[src/rtl/seg_pkg.sv]
// +---------------------------------------------------------------------------+
// | seg_pkg : shared constants and types for the seven-segment scan logic    |
// | Revision: 1.0                                                            |
// +---------------------------------------------------------------------------+
`default_nettype none

package seg_pkg;

    // Active-low patterns, bit 0 = segment a ... bit 6 = segment g
    localparam logic [6:0] SEG_LUT [16] = '{
        7'h40, 7'h79, 7'h24, 7'h30, 7'h19, 7'h12, 7'h02, 7'h78,
        7'h00, 7'h10, 7'h08, 7'h03, 7'h46, 7'h21, 7'h06, 7'h0E
    };

    localparam logic [6:0] SEG_OFF = 7'h7F;

    typedef enum logic [0:0] {
        BLANK = 1'b0,
        DRIVE = 1'b1
    } seg_state_e;

endpackage

`default_nettype wire

[src/rtl/hex7seg.sv]
// +---------------------------------------------------------------------------+
// | hex7seg : combinational hex nibble to active-low seven-segment decoder   |
// | Revision: 1.0                                                            |
// +---------------------------------------------------------------------------+
`default_nettype none

module hex7seg
    import seg_pkg::*;
(
    input  logic [3:0] hex_i,
    output logic [6:0] seg_o
);

    assign seg_o = SEG_LUT[hex_i];

endmodule

`default_nettype wire

[src/rtl/seg_scan_ctrl.sv]
// +---------------------------------------------------------------------------+
// | seg_scan_ctrl : multiplexed seven-segment scanner with guard-blanked     |
// | slots and frame-aligned value update. Optional macro: SEG_LZB_EN         |
// | (leading-zero blanking). Revision: 1.0                                   |
// +---------------------------------------------------------------------------+
`default_nettype none

module seg_scan_ctrl
    import seg_pkg::*;
#(
    parameter int NDIG  = 4,
    parameter int DIV   = 50000,
    parameter int GUARD = 500
) (
    input  logic              clk,
    input  logic              reset,
    input  logic              load,
    input  logic [4*NDIG-1:0] value,
    input  logic [NDIG-1:0]   dp_in,
    output logic [NDIG-1:0]   an,
    output logic [6:0]        seg,
    output logic              dp,
    output logic              pending,
    output logic              frame_tick
);

    localparam int CW = (DIV > 1) ? $clog2(DIV) : 1;
    localparam int DW = (NDIG > 1) ? $clog2(NDIG) : 1;

    localparam logic [CW-1:0] C_CNT_MAX = CW'(DIV - 1);
    localparam logic [CW-1:0] C_GUARD   = CW'(GUARD);
    localparam logic [DW-1:0] C_DIG_MAX = DW'(NDIG - 1);

    logic [CW-1:0]     cnt_q, cnt_d;
    logic [DW-1:0]     dig_q, dig_d;
    logic [4*NDIG-1:0] act_val_q, act_val_d;
    logic [NDIG-1:0]   act_dp_q, act_dp_d;
    logic [4*NDIG-1:0] shd_val_q, shd_val_d;
    logic [NDIG-1:0]   shd_dp_q, shd_dp_d;
    logic              pending_q, pending_d;
    seg_state_e        state_q, state_d;

    logic [NDIG-1:0]   an_q;
    logic [6:0]        seg_q;
    logic              dp_q;
    logic              ftick_q;

    logic              w_slot_end;
    logic              w_frame_end;
    logic [3:0]        w_nib;
    logic              w_dp_lit;
    logic [NDIG-1:0]   w_an_sel;
    logic [6:0]        w_seg;
    logic              w_lz_blank;

    assign w_slot_end  = (cnt_q == C_CNT_MAX);
    assign w_frame_end = w_slot_end && (dig_q == C_DIG_MAX);

    always_comb begin
        cnt_d     = w_slot_end ? '0 : cnt_q + 1'b1;
        dig_d     = dig_q;
        act_val_d = act_val_q;
        act_dp_d  = act_dp_q;
        shd_val_d = shd_val_q;
        shd_dp_d  = shd_dp_q;
        pending_d = pending_q;

        if (w_slot_end) begin
            dig_d = (dig_q == C_DIG_MAX) ? '0 : dig_q + 1'b1;
        end

        if (w_frame_end) begin
            // A load landing on the boundary itself goes straight to active
            if (load) begin
                act_val_d = value;
                act_dp_d  = dp_in;
            end else if (pending_q) begin
                act_val_d = shd_val_q;
                act_dp_d  = shd_dp_q;
            end
            pending_d = 1'b0;
        end else if (load) begin
            shd_val_d = value;
            shd_dp_d  = dp_in;
            pending_d = 1'b1;
        end
    end

    // Outputs are registered from next-state values so they line up with cnt
    always_comb begin
        w_nib    = 4'h0;
        w_dp_lit = 1'b0;
        w_an_sel = '1;
        for (int i = 0; i < NDIG; i++) begin
            if (dig_d == DW'(i)) begin
                w_nib       = act_val_d[4*i +: 4];
                w_dp_lit    = act_dp_d[i];
                w_an_sel[i] = 1'b0;
            end
        end
    end

    hex7seg u_hex7seg (
        .hex_i (w_nib),
        .seg_o (w_seg)
    );

`ifdef SEG_LZB_EN
    logic [DW-1:0] w_msd;

    always_comb begin
        w_msd = '0;
        for (int i = 1; i < NDIG; i++) begin
            if (act_val_d[4*i +: 4] != 4'h0) begin
                w_msd = DW'(i);
            end
        end
    end

    assign w_lz_blank = (dig_d > w_msd);
`else
    assign w_lz_blank = 1'b0;
`endif

    always_comb begin
        state_d = state_q;
        case (state_q)
            BLANK:   if (cnt_d == C_GUARD) state_d = DRIVE;
            DRIVE:   if (cnt_d == '0)      state_d = BLANK;
            default: state_d = BLANK;
        endcase
    end

    always_ff @(posedge clk) begin
        if (reset) begin
            cnt_q     <= '0;
            dig_q     <= '0;
            act_val_q <= '0;
            act_dp_q  <= '0;
            shd_val_q <= '0;
            shd_dp_q  <= '0;
            pending_q <= 1'b0;
            state_q   <= BLANK;
            an_q      <= '1;
            seg_q     <= SEG_OFF;
            dp_q      <= 1'b1;
            ftick_q   <= 1'b0;
        end else begin
            cnt_q     <= cnt_d;
            dig_q     <= dig_d;
            act_val_q <= act_val_d;
            act_dp_q  <= act_dp_d;
            shd_val_q <= shd_val_d;
            shd_dp_q  <= shd_dp_d;
            pending_q <= pending_d;
            state_q   <= state_d;
            ftick_q   <= w_frame_end;
            if (state_d == DRIVE) begin
                an_q  <= w_an_sel;
                seg_q <= w_lz_blank ? SEG_OFF : w_seg;
                dp_q  <= ~w_dp_lit;
            end else begin
                an_q  <= '1;
                seg_q <= SEG_OFF;
                dp_q  <= 1'b1;
            end
        end
    end

    assign an         = an_q;
    assign seg        = seg_q;
    assign dp         = dp_q;
    assign pending    = pending_q;
    assign frame_tick = ftick_q;

endmodule

`default_nettype wire
[config.mk]
export PLATFORM = sky130hd
export DESIGN_NAME = seg_scan_ctrl
export DESIGN_NICKNAME = d
export VERILOG_FILES = /design/src/rtl/seg_pkg.sv /design/src/rtl/hex7seg.sv /design/src/rtl/seg_scan_ctrl.sv
export SDC_FILE = /design/constraint.sdc
export NUM_CORES = 1
export LEC_CHECK = 0
export ABC_AREA = 1
export BUFFER_PORTS_ARGS = -buffer_cell sky130_fd_sc_hd__buf_2
export CAP_MARGIN = 10
export CORE_UTILIZATION = 40
export CTS_BUF_LIST = sky130_fd_sc_hd__clkbuf_8
export DETAILED_ROUTE_END_ITERATION = 10
export HOLD_SLACK_MARGIN = 0.06
export PLACE_DENSITY_LB_ADDON = 0.3
export SLEW_MARGIN = 20
export SYNTH_ARGS = -nofsm -noshare
export SYNTH_HDL_FRONTEND = slang
export SYNTH_SLANG_ARGS = --single-unit
[constraint.sdc]
create_clock -name clk -period 3.3 [get_ports clk]
set_input_delay 0.165 -clock clk [delete_from_list [all_inputs] [get_ports clk]]
set_output_delay 0.165 -clock clk [all_outputs]
set_load 0.05 [all_outputs]
# Word-level counts from Yosys, hierarchy flattened
# Memories as Yosys holds them, arrays and structs flattened. A register that Yosys moved wholly into a read port is not among the register bits.
# Cells that the tools add are included.
[op_classes]
shifts = 0
addsub = 2
bitwise_logic = 5
reduce_logical = 6
div = 0
order_cmp = 0
n_eq_ne = 6
n_mux = 24
mul = 0
[ops]
columns = ["operator", "n"]
rows = [
  ["$mux W16", 4],
  ["$mux W4", 7],
  ["$add A16 B1 Y16 const B", 1],
  ["$eq A16 B16 Y1 const B", 1],
  ["$eq A16 B9 Y1 const B", 1],
  ["$logic_not A16 Y1", 1],
  ["$mux W1", 10],
  ["$eq A2 B2 Y1 const B", 3],
  ["$not A4 Y5", 1],
  ["$mux W2", 2],
  ["$not A1 Y1", 4],
  ["$reduce_or A2 Y1", 2],
  ["$add A2 B1 Y2 const B", 1],
  ["$eq A2 B1 Y1 const B", 1],
  ["$logic_not A2 Y1", 1],
  ["$pmux W1 S2", 1],
  ["$reduce_and A2 Y1", 1],
  ["$logic_and A1 B1 Y1", 1],
]
[word_totals]
mem_count = 1
rom_bits = 112
ramBits = 0
input_bits = 23
regBits = 66
latch_bits = 0
[mem_list]
columns = ["memory", "depth", "word_bits", "rd", "rd_ports_with_merged_regs", "write_ports", "line_no", "source"]
rows = [
  ["(no name shown)", 16, 7, 1, 1, 0, "hex7seg.sv:14", "assign seg_o = SEG_LUT[hex_i];"],
]

# Depth between registers and ports, before layout
[depth]
word_depth = 9
mapped_depth = 19
ltp_nobuf = 18

# Hierarchy
# From an unflattened synthesis, not the netlist that was laid out.
[unflattened]
cells_unflattened = 542
area_unflattened_um2 = 3642.2
[modules_own_cells]
columns = ["mod", "cells_each", "instances", "area_per_inst_um2"]
rows = [
  ["seg_scan_ctrl", 493, 1, 3368.2],
  ["hex7seg", 49, 1, 274.0],
]

# Worst setup path after synthesis
# No wires, ideal clock.
[synth_timing]
kind = "reg-to-reg"
from = "reg cnt_q[0]"
to = "reg seg_q[0], in the netlist seg[0]"
required_ps = 3180
path_stages_with_launch = 19
path_slack_ps = 924
synth_period_minus_slack_ps = 2376
arrival_ps = 2256
cell_sequence = "dfxtp_1 > ha_1 > nand3_1 > nor2_4 > nand2_4 > buf_6 > nand2_4 > nand2_4 > nand2_4 > inv_4 > nand2_1 > nand3_1 > nand2_1 > inv_2 > ha_1 > inv_1 > nand4_1 > nand3_1 > nand3_1"
[synth_between]
elab_chain_cells = 8
[synth_lines]
columns = ["item", "line_no", "source"]
rows = [
  ["start, declared", "seg_scan_ctrl.sv:34", "logic [CW-1:0] cnt_q, cnt_d;"],
  ["start signal, assigned", "seg_scan_ctrl.sv:149", "cnt_q <= cnt_d;"],
  ["branches (longest 8 deep; another with $add A16 B1 Y16)", "n/a", ""],
  ["end, declared", "seg_scan_ctrl.sv:44", "logic [6:0] seg_q;"],
]
# Parallel ways; which one is timed is not known.
# A chain may end at the register's enable or synchronous reset.

# Worst setup path after layout
[layout_timing]
from = "reg cnt_q[0]"
to = "reg seg_q[3], in the netlist seg[3]"
# The elaborated chain is that of the path after synthesis.

==> results.py <==
metrics = {
    "status": {
        "status": "finished, final reports clean",
    },
    "die": {
        "fp.dieArea_um2": 10600,
        "io-pin-count": 37,
        "fp.dieW_um": 103,
        "core-area_um2": 9820,
        "rows": 36,
        "start_util_pct": 41.4,
        "die_h_um": 103,
    },
    "sta": {
        "timing.hold.ws_ps": 71.3,
        "rsz0062_at_grt": "no",
        "finalSetupTns_ps": 0,
        "slew_violations": 0,
        "hold_violations": 0,
        "slew_headroom_pct": 57.0,
        "worst_slew_pin_slew_ps": 644,
        "max_freq_mhz": 352,
        "setup_viol": 0,
        "fin_skew_ps": 13.0,
        "setup_slack_ps": 455,
        "final.min_clock_period_ps": 2840,
        "layout_worst_path_cycle_share_pct": 86.2,
    },
    "grt": {
        "grt_max_degree": 41,
        "grt_pass1_vias": 3506,
        "grt_usage_pct": 20.5,
        "overflow": 0,
        "use_met3_pct": 4.41,
        "antenna_found_initial": 0,
        "grt_first_pass_wirelength_um": 16600,
        "grt_use_met2_pct": 32.7,
        "grt.met1_usage_pct": 26.9,
        "top_usage_layer": "met2",
    },
    "cells_and_area": {
        "final_common_cell": "nand2_1",
        "syn_to_final_growth_pct": 11.5,
        "final_cell_area_um2": 4530,
        "final_layout_size_suffix_gt1_share_pct": 15.3,
        "num_antenna_cells": 0,
        "instances_no_fill": 785,
        "nets": 678,
        "most-common-layout-cells": "nand2_1 (165), nor2_1 (112), dfxtp_1 (73), inv_1 (67), nand3_1 (47)",
        "post-route-util_pct": 46.1,
    },
    "placement": {
        "dp_hpwl_um": 7270,
        "dp_slack_ps": 462,
        "place_congestion": 0.876,
        "dpl.cell_count": 769,
        "placed_cell_area_um2": 4330,
        "io_buffers": 36,
    },
    "synthesis": {
        "synthSimpleGateAreaFrac_pct": 42.2,
        "ys_seq_area_share_pct": 36.0,
        "synth-seq-cells": 73,
        "async_flop_share_pct": 0,
        "syn_area_per_cell_um2": 6.60,
        "ys_warn_count": 0,
        "synthMuxAreaShare_pct": 0.986,
        "synth-edff-count": 0,
        "synth_fa_ha_area_share_pct": 2.46,
        "yosysUniqueCellTypes": 39,
        "synth_top_family_by_area": "simple AND/OR/NAND/NOR gates",
        "syn_nets": 646,
        "synth_top_flop_cell": "dfxtp_1",
        "synth-xor-area-share_pct": 0.863,
        "syn-instance-count": 615,
        "syn-cell-area_um2": 4060,
        "synth-compound-area-share_pct": 8.35,
    },
    "critical_path": {
        "path_class": "reg -> reg",
        "crit_top_cell": "nand3_1",
        "critPathCaptureType": "register",
        "r2r-start": "cnt_q[0]",
        "crit_slowest_cell": "dfxtp_1",
        "crit_arrival_ps": 3090,
        "cp-start-kind": "register",
        "crit_required_ps": 3550,
        "slowest_delay_ps": 360,
        "worstPathMaxFanout": 14,
        "critPathTopFamily": "simple AND/OR/NAND/NOR gates",
        "path_buf_inv": 1,
        "critPathLaunch": "cnt_q[0]",
        "crit_chain": "ha_1 > nand3_1 > nor2_4 > nand2_4 > nor2_4 > nand2_1 > o21ai_0 > nor2_1 > nor2_1 > nand2_2 > ha_1 > inv_1 > nand4_1 > nand3_1 > nand3_1",
    },
    "detailed_routing": {
        "ant_nets": 0,
        "vias_per_cell": 4.81,
        "wire_per_inst_um": 12.5,
        "drt-initial-drc-count": 167,
        "wirelength_um": 9810,
        "dr_total_vias": 3773,
        "drt_first_pass_iters": 4,
        "drc": 0,
    },
    "cts": {
        "htreeDepth": 3,
        "numCtsBuffers": 9,
        "post_cts_buffers": 0,
        "clk-insertion-delay-late_ps": 360,
        "cts_tree": "done",
        "cts_resized": 0,
        "cts_root_buf": "clkbuf_8",
        "path_clk_slew_ps": 80,
        "cts.sinks": 73,
        "hold_buffers": 0,
        "cts_buffer_depth": 2,
    },
    "flow_run": {
        "drv_cap": 0,
    },
    "worst_hold_path": {
        "hold_start": "dp_in[1]",
        "hold_path_class": "in -> reg",
    },
    "power": {
        "p_per_area_nw_per_um2": 384,
        "peakVddDrop_mv": 0.229,
        "p_leak_nw": 2.05,
        "power_mw": 1.74,
    },
}
sequential cells by signal (all words and copies together) (netlist names), 2 cells and up:
register / count
act_dp_q: 4
act_val_q: 16
an: 4
cnt_q: 16
dig_q: 2
seg: 7
shd_dp_q: 4
shd_val_q: 16
cell type report:
class,instances,area (um2)
inverter,73,277
fill,1062,5290
clock buffer,9,124
multi-input combinational,451,2230
tap,133,166
clock inverter,7,71.3
timing repair buffer,39,203
sequential,73,1460
final timing paths:
kind / slack (ps) / depth (start not counted) / to
max: 460 / 15 / seg[3]
min: 70 / 3 / shd_dp_q[1]
max reg2reg: 460 / 15 / seg[3]
min reg2reg: 450 / 2 / shd_val_q[10]
synthesized netlist by cell type (7+ instances only):
library cell	instances	area share, %
nand2_1	165	15
nor2_1	112	10
dfxtp_1	73	36
inv_1	66	6.1
nand3_1	47	5.8
o21ai_0	35	4.3
a21oi_1	12	1.5
clkbuf_1	10	0.92
nand2_2	10	1.5
ha_1	8	2.5
nand2_4	8	2.2
nor2_4	7	1.9
cell families after synthesis:
logic type / after synthesis
compound gates: 62
mux: 4
simple gates: 373
flops: 73
xor+xnor: 4
fa+ha+maj: 8
buf+inv: 91
report_power, final:
group          total (mW)  switching, mW  leakage (nW)  internal [mW]
sequential          0.914         0.0132         0.595          0.901
combinational       0.111         0.0711          1.35         0.0399
clock               0.714          0.365        0.0970          0.349
total                1.74          0.449          2.05           1.29
worst min-delay path: stages:
cell,delay [ps]
buf_2,90
o21ai_0,70
nor2_1,80
layer usage:
layer / wire length, um / vias to the layer above
li1: - / 1992
met4: 189 / 0
met1: 4820 / 1692
met5: 0 / -
met2: 4390 / 74
met3: 416 / 15
Power figures use the tool's default switching activity.
